[config.mk]
export PLATFORM = sky130hd
export DESIGN_NAME = video_timing_gen
export DESIGN_NICKNAME = d
export VERILOG_FILES = /design/src/rtl/video_timing_pkg.sv /design/src/rtl/video_pattern_gen.sv /design/src/rtl/video_timing_gen.sv
export SDC_FILE = /design/constraint.sdc
export NUM_CORES = 1
export LEC_CHECK = 0
export CAP_MARGIN = 40
export CORE_MARGIN = 3
export CORE_UTILIZATION = 33
export CTS_CLUSTER_DIAMETER = 60
export DETAILED_ROUTE_END_ITERATION = 6
export GPL_TIMING_DRIVEN = 0
export SLEW_MARGIN = 20
export SYNTH_ARGS = -nofsm -noshare
export SYNTH_HDL_FRONTEND = slang
export SYNTH_SLANG_ARGS = --single-unit
[constraint.sdc]
create_clock -name pixel_clk -period 3.9 [get_ports pixel_clk]
set_clock_uncertainty 0.15 [all_clocks]
set_input_delay 0.78 -clock pixel_clk [delete_from_list [all_inputs] [get_ports pixel_clk]]
set_output_delay 0.78 -clock pixel_clk [all_outputs]
set_load 0.03 [all_outputs]
[src/rtl/video_timing_pkg.sv]
// rtl/video_timing_pkg.sv - shared types, bar colours and frame-size helpers for the video timing generator
package video_timing_pkg;

  typedef enum logic [1:0] {
    PAT_STREAM = 2'd0,
    PAT_BARS   = 2'd1,
    PAT_CHECK  = 2'd2,
    PAT_SOLID  = 2'd3
  } pattern_e;

  typedef logic [23:0] rgb_t;

  localparam rgb_t RGB_BLACK = 24'h000000;
  localparam rgb_t RGB_WHITE = 24'hFFFFFF;
  localparam rgb_t RGB_BLUE  = 24'h0000FF;

  function automatic rgb_t bar_colour(input logic [31:0] idx);
    case (idx)
      32'd0:   return 24'hFFFFFF;
      32'd1:   return 24'hFFFF00;
      32'd2:   return 24'h00FFFF;
      32'd3:   return 24'h00FF00;
      32'd4:   return 24'hFF00FF;
      32'd5:   return 24'hFF0000;
      32'd6:   return 24'h0000FF;
      default: return 24'h000000;
    endcase
  endfunction

  function automatic int htotal(input int disp, input int fp, input int pulse, input int bp);
    return disp + fp + pulse + bp;
  endfunction

  function automatic int vtotal(input int disp, input int fp, input int pulse, input int bp);
    return disp + fp + pulse + bp;
  endfunction

endpackage

[src/rtl/video_pattern_gen.sv]
// rtl/video_pattern_gen.sv - combinational test-pattern colour for a given mode and pixel position
module video_pattern_gen
  import video_timing_pkg::*;
#(
  parameter int HDISP = 800,
  parameter int XW    = 10,
  parameter int YW    = 9
) (
  input  logic [1:0]    mode,
  input  logic [XW-1:0] x,
  input  logic [YW-1:0] y,
  output logic [23:0]   rgb
);

  logic [31:0] x_w;
  logic [31:0] y_w;
  logic [31:0] bar_idx;
  logic [31:0] chk;

  always_comb begin
    x_w     = 32'(x);
    y_w     = 32'(y);
    bar_idx = (x_w * 32'd8) / 32'(HDISP);
    chk     = ((x_w >> 3) ^ (y_w >> 3)) & 32'd1;
    rgb     = RGB_BLACK;
    case (pattern_e'(mode))
      PAT_BARS:  rgb = bar_colour(bar_idx);
      PAT_CHECK: rgb = (chk != 32'd0) ? RGB_WHITE : RGB_BLACK;
      PAT_SOLID: rgb = RGB_BLUE;
      default:   rgb = RGB_BLACK;
    endcase
  end

endmodule

[src/rtl/video_timing_gen.sv]
// rtl/video_timing_gen.sv - h/v timing counters, sync decode, FIFO pixel stream with underflow tracking
module video_timing_gen
  import video_timing_pkg::*;
#(
  parameter int   HDISP  = 800,
  parameter int   VDISP  = 480,
  parameter int   HFP    = 40,
  parameter int   HPULSE = 48,
  parameter int   HBP    = 40,
  parameter int   VFP    = 13,
  parameter int   VPULSE = 3,
  parameter int   VBP    = 29,
  parameter logic HS_POL = 1'b0,
  parameter logic VS_POL = 1'b0
) (
  input  logic                     pixel_clk,
  input  logic                     pixel_rst_n,
  input  logic                     enable,
  input  logic [1:0]               pattern_sel,
  input  logic [23:0]              fifo_rdata,
  input  logic                     fifo_empty,
  output logic                     fifo_rd,
  output logic                     video_HS,
  output logic                     video_VS,
  output logic                     video_BLANK,
  output logic [23:0]              video_RGB,
  output logic [$clog2(HDISP)-1:0] pix_x,
  output logic [$clog2(VDISP)-1:0] pix_y,
  output logic                     frame_start,
  output logic                     underflow,
  output logic [15:0]              underflow_cnt
);

  localparam int HTOTAL = htotal(HDISP, HFP, HPULSE, HBP);
  localparam int VTOTAL = vtotal(VDISP, VFP, VPULSE, VBP);
  localparam int HW = $clog2(HTOTAL);
  localparam int VW = $clog2(VTOTAL);
  localparam int XW = $clog2(HDISP);
  localparam int YW = $clog2(VDISP);

  localparam logic [HW-1:0] H_DISP   = HW'(HDISP);
  localparam logic [HW-1:0] H_SYNC_S = HW'(HDISP + HFP);
  localparam logic [HW-1:0] H_SYNC_E = HW'(HDISP + HFP + HPULSE);
  localparam logic [HW-1:0] H_LAST   = HW'(HTOTAL - 1);
  localparam logic [VW-1:0] V_DISP   = VW'(VDISP);
  localparam logic [VW-1:0] V_SYNC_S = VW'(VDISP + VFP);
  localparam logic [VW-1:0] V_SYNC_E = VW'(VDISP + VFP + VPULSE);
  localparam logic [VW-1:0] V_LAST   = VW'(VTOTAL - 1);

  logic [HW-1:0] h_cnt_q, h_cnt_d;
  logic [VW-1:0] v_cnt_q, v_cnt_d;
  pattern_e      mode_q, mode_d;
  logic          hs_q, hs_d, vs_q, vs_d, blank_q, blank_d, fs_q, fs_d;
  logic [23:0]   rgb_q, rgb_d;
  logic [XW-1:0] pix_x_q, pix_x_d;
  logic [YW-1:0] pix_y_q, pix_y_d;
  logic          uf_q, uf_d;
  logic [15:0]   uf_cnt_q, uf_cnt_d;

  logic          at_origin, active, stream;
  pattern_e      mode_eff;
  logic [23:0]   pat_rgb;

  // The pattern chosen at (0,0) already applies to that first pixel, so a switch is frame-exact.
  assign at_origin = (h_cnt_q == '0) && (v_cnt_q == '0);
  assign mode_eff  = at_origin ? pattern_e'(pattern_sel) : mode_q;
  assign active    = (h_cnt_q < H_DISP) && (v_cnt_q < V_DISP);
  assign stream    = (mode_eff == PAT_STREAM);
  assign fifo_rd   = enable && active && stream && !fifo_empty;

  video_pattern_gen #(
    .HDISP (HDISP),
    .XW    (XW),
    .YW    (YW)
  ) u_pattern (
    .mode  (mode_eff),
    .x     (h_cnt_q[XW-1:0]),
    .y     (v_cnt_q[YW-1:0]),
    .rgb   (pat_rgb)
  );

  always_comb begin
    h_cnt_d  = '0;
    v_cnt_d  = '0;
    mode_d   = mode_q;
    hs_d     = ~HS_POL;
    vs_d     = ~VS_POL;
    blank_d  = 1'b0;
    rgb_d    = '0;
    pix_x_d  = '0;
    pix_y_d  = '0;
    fs_d     = 1'b0;
    uf_d     = uf_q;
    uf_cnt_d = uf_cnt_q;
    if (enable) begin
      if (h_cnt_q == H_LAST) begin
        h_cnt_d = '0;
        v_cnt_d = (v_cnt_q == V_LAST) ? '0 : v_cnt_q + VW'(1);
      end else begin
        h_cnt_d = h_cnt_q + HW'(1);
        v_cnt_d = v_cnt_q;
      end
      mode_d  = mode_eff;
      hs_d    = (h_cnt_q >= H_SYNC_S && h_cnt_q < H_SYNC_E) ? HS_POL : ~HS_POL;
      vs_d    = (v_cnt_q >= V_SYNC_S && v_cnt_q < V_SYNC_E) ? VS_POL : ~VS_POL;
      blank_d = active;
      fs_d    = at_origin;
      pix_x_d = active ? h_cnt_q[XW-1:0] : pix_x_q;
      pix_y_d = active ? v_cnt_q[YW-1:0] : pix_y_q;
      if (active) begin
        if (!stream) begin
          rgb_d = pat_rgb;
        end else if (!fifo_empty) begin
          rgb_d = fifo_rdata;
        end else begin
          uf_d = 1'b1;
          if (uf_cnt_q != 16'hFFFF) uf_cnt_d = uf_cnt_q + 16'd1;
        end
      end
    end
  end

  always_ff @(posedge pixel_clk or negedge pixel_rst_n) begin
    if (!pixel_rst_n) begin
      h_cnt_q  <= '0;
      v_cnt_q  <= '0;
      mode_q   <= PAT_STREAM;
      hs_q     <= ~HS_POL;
      vs_q     <= ~VS_POL;
      blank_q  <= 1'b0;
      rgb_q    <= '0;
      pix_x_q  <= '0;
      pix_y_q  <= '0;
      fs_q     <= 1'b0;
      uf_q     <= 1'b0;
      uf_cnt_q <= '0;
    end else begin
      h_cnt_q  <= h_cnt_d;
      v_cnt_q  <= v_cnt_d;
      mode_q   <= mode_d;
      hs_q     <= hs_d;
      vs_q     <= vs_d;
      blank_q  <= blank_d;
      rgb_q    <= rgb_d;
      pix_x_q  <= pix_x_d;
      pix_y_q  <= pix_y_d;
      fs_q     <= fs_d;
      uf_q     <= uf_d;
      uf_cnt_q <= uf_cnt_d;
    end
  end

  assign video_HS      = hs_q;
  assign video_VS      = vs_q;
  assign video_BLANK   = blank_q;
  assign video_RGB     = rgb_q;
  assign pix_x         = pix_x_q;
  assign pix_y         = pix_y_q;
  assign frame_start   = fs_q;
  assign underflow     = uf_q;
  assign underflow_cnt = uf_cnt_q;

endmodule

==> metrics.md <==
| Metric | Value |
|---|---|
| Status | finished, final reports clean |
| I/O Pins | 95 |
| Leakage dissipation | 0.00254 uW |
| Global-route wire length before repair | 19600 um |
| CP max stage delay | 0.65 ns |
| Rel. slew slack | 0.514 |
| CP max stage cell | clkdlybuf4s50_1 |
| Post-Synthesis Cells | 473 |
| Vias after detailed routing | 3755 |
| Syn_nets | 511 |
| Most common cell after layout, fill and taps aside | clkdlybuf4s50_1 |
| Num Clock Sinks | 86 |
| Worst VDD drop | 0.242 mV |
| Crit Path Max Fanout | 8 |
| Vias per cell | 4.95 |
| Final worst slack | 0.303 ns |
| Post-synthesis cell type count | 65 |
| Synth Area in Simple Gates | 0.233 |
| Final HPWL DP | 8930 um |
| Largest family of logic cells by synthesized area | simple AND/OR/NAND/NOR gates |
| Sequential area share after synthesis | 0.473 |
| Die Span X | 123 um |
| Worst slack at placement | -0.294 ns |
| Post-route DRC | 0 |
| Mux share of post-synthesis cell area | 0.0481 |
| Initial antenna violation count | 0 |
| Synth Area per Inst | 9.63 um^2 |
| Ys Warns | 0 |
| Maximum clock path buffer count | 2 |
| Starting Density | 0.341 |
| GR Overflow Total | 0 |
| Largest net degree at the start of global routing | 57 |
| Worst skew pair latency | 0.34 ns |
| Postcts setup bufs | 0 |
| Crit path required time | 2.97 ns |
| Adder-cell share of the synthesized area | 0.0242 |
| CTS tree | built |
| Hold_buf cts | 0 |
| First drt pass iteration count | 4 |
| EDFF count, synth | 0 |
| Die ar. | 15200 um^2 |
| Commonest cells after routing, fill and taps aside | clkdlybuf4s50_1, dfrtp_1, nor2_1 |
| Gr usage total | 0.165 |
| Post-Syn Area | 4550 um^2 |
| Synth Register Bits | 86 |
| H-tree Lvls | 3 |
| Post-layout min period | 3.60 ns |
| Arr. time, crit path | 2.67 ns |
| CP Launch Type | primary input |
| Fmax | 278 MHz |
| Pins Over Slew Limit | 0 |
| Port-buffer cells | 93 |
| Die Span Y | 123 um |
| Num CTS Buffers | 9 |
| Site Rows | 42 |
| Critical path cell sequence | clkdlybuf4s50_1 > clkinv_2 > or3_1 > inv_2 > nand2_1 > nor2_1 > clkbuf_2 |
| WHS | 0.218 ns |
| Routed Antenna Nets | 0 |
| Setup CP Type | in -> out |
| Post-Synth XOR/XNOR Area | 0.0500 |
| Max-cap viol count | 0 |
| Net total in the final layout | 615 |
| Reg clk slew, reported paths | 0.06 ns |
| Final hold viol count | 0 |
| Drt wl/cell | 15.9 um |
| Worst Hold Class | in -> async |
| RSZ-0062 raised after global routing | false |
| Setup violations, final | 0 |
| Crit share post-route | 0.922 |
| Slew @ Worst Pin | 0.729 ns |
| Core area | 13300 um^2 |
| Number of global-route vias before repair | 3754 |
| Share of layout cells above drive strength 1 | 0.0962 |
| Most used flip-flop cell after synthesis | dfrtp_1 |
| Drt total wl | 12100 um |
| Root buffer cell | clkbuf_16 |
| Crit end category | output pin |
| Synth-to-layout area growth | 32.5% |
| GP Congestion | 0.888 |
| Drt first-iter violations | 217 |
| Diode count | 0 |
| Async set-reset flop share out of synthesis | 1.00 |
| Complex-gate fraction of the synthesized area | 0.124 |
| Pwr/cell area | 422 nW/um^2 |
| Setup TNS | 0 ns |
| Total Power | 2550 uW |
==> cells in the mapped netlist, drive strengths merged, types with 3 or more instances <==
master	instances	area [um^2]
inv	20	75.1
nor4	4	25.0
xnor2	12	105
or4	3	22.5
and2	5	33.8
nand4	6	50.0
nand3b	6	57.6
nor2	57	221
nor3	13	101
nor3b	3	22.5
and4	4	35.0
nand3	22	110
xor2	14	123
and3	6	37.5
buf	12	80.1
nand2	39	146
mux2i	17	170
a21boi	3	26.3
a21oi	20	100
a211oi	9	67.6
mux2	4	48.8
nand2b	22	138
clkbuf	15	56.3
dfrtp	84	2100
ha	8	100
o21ai	33	165
==> path summary, 6_finish.rpt <==
kind | start | to | slack (ns) | depth (start not counted)
hold reg to reg | underflow | underflow | 0.32 | 1
setup reg to reg | h_cnt_q[6] | video_RGB[7] | 0.80 | 11
max in group asynchronous | pixel_rst_n | video_VS | 2.70 | 2
setup / recovery | enable | fifo_rd | 0.30 | 7
min in group pixel_clk | underflow | underflow | 0.32 | 1
hold / removal | pixel_rst_n | video_RGB[8] | 0.22 | 1
==> where the power goes <==
part	total, uW	internal, uW	switching (uW)
Combinational	622	254	368
Sequential	1040	979	59.3
Clock	886	534	353
Total	2550	1770	780
==> repair_timing <==
action                     CTS  global route
hold endpoints to repair     0             0
setup endpoints to repair    1             1
gates resized for setup      2             2
pin swaps                    0             0
==> cell type report <==
class,instances,area [um^2]
Clock buffer,12,256
Timing Repair Buffer,94,951
Multi-Input combinational cell,339,2180
Fill cell,1338,7320
Clock inverter,4,53.8
Buffer,26,133
Inverter,21,80.1
Sequential cell,86,2150
Tap cell,176,220
==> registers in the layout, summed over array words and instances, names as in the netlist <==
register	flops
pix_x	10
underflow_cnt	16
v_cnt_q	10
frame_start	1
pix_y	9
mode_q	2
video_RGB	24
underflow	1
h_cnt_q	10
video_HS	1
video_BLANK	1
video_VS	1
==> metal layers <==
metal,GRT usage,up-vias,share of wire
met4,0.0533,0,0.015
met1,0.228,1818,0.46
li1,-,1840,-
met2,0.253,85,0.48
met5,0,-,0
met3,0.0425,12,0.044
==> worst max-delay path, delay by kind of cell <==
kind	cells	cell delay, ns
buf+inv	4	1.23
simple gates	3	0.64
==> logic make-up (layout without fill, tap and decap cells) <==
kind of cell               count (synthesis)  count (layout)
adders and majority gates                  9               9
and+or+nand+nor                          197             197
DFF                                       86              86
muxes                                     21              21
AOI/OAI and AO/OA                         86              86
xor gates and xnor gates                  26              26
buffers and inverters                     48             157
==> through the flow <==
step | cells | utilization | cell area [um^2]
4_1_cts | 758 | 0.452 | 6040
3_5_place_dp | 743 | 0.429 | 5730
6_report | 758 | 0.452 | 6030
2_1_floorplan | 473 | - | 4550
3_3_place_gp | 742 | 0.427 | 5700
5_1_grt | 758 | 0.452 | 6030
No activity file was read; power rests on OpenSTA's default activity.
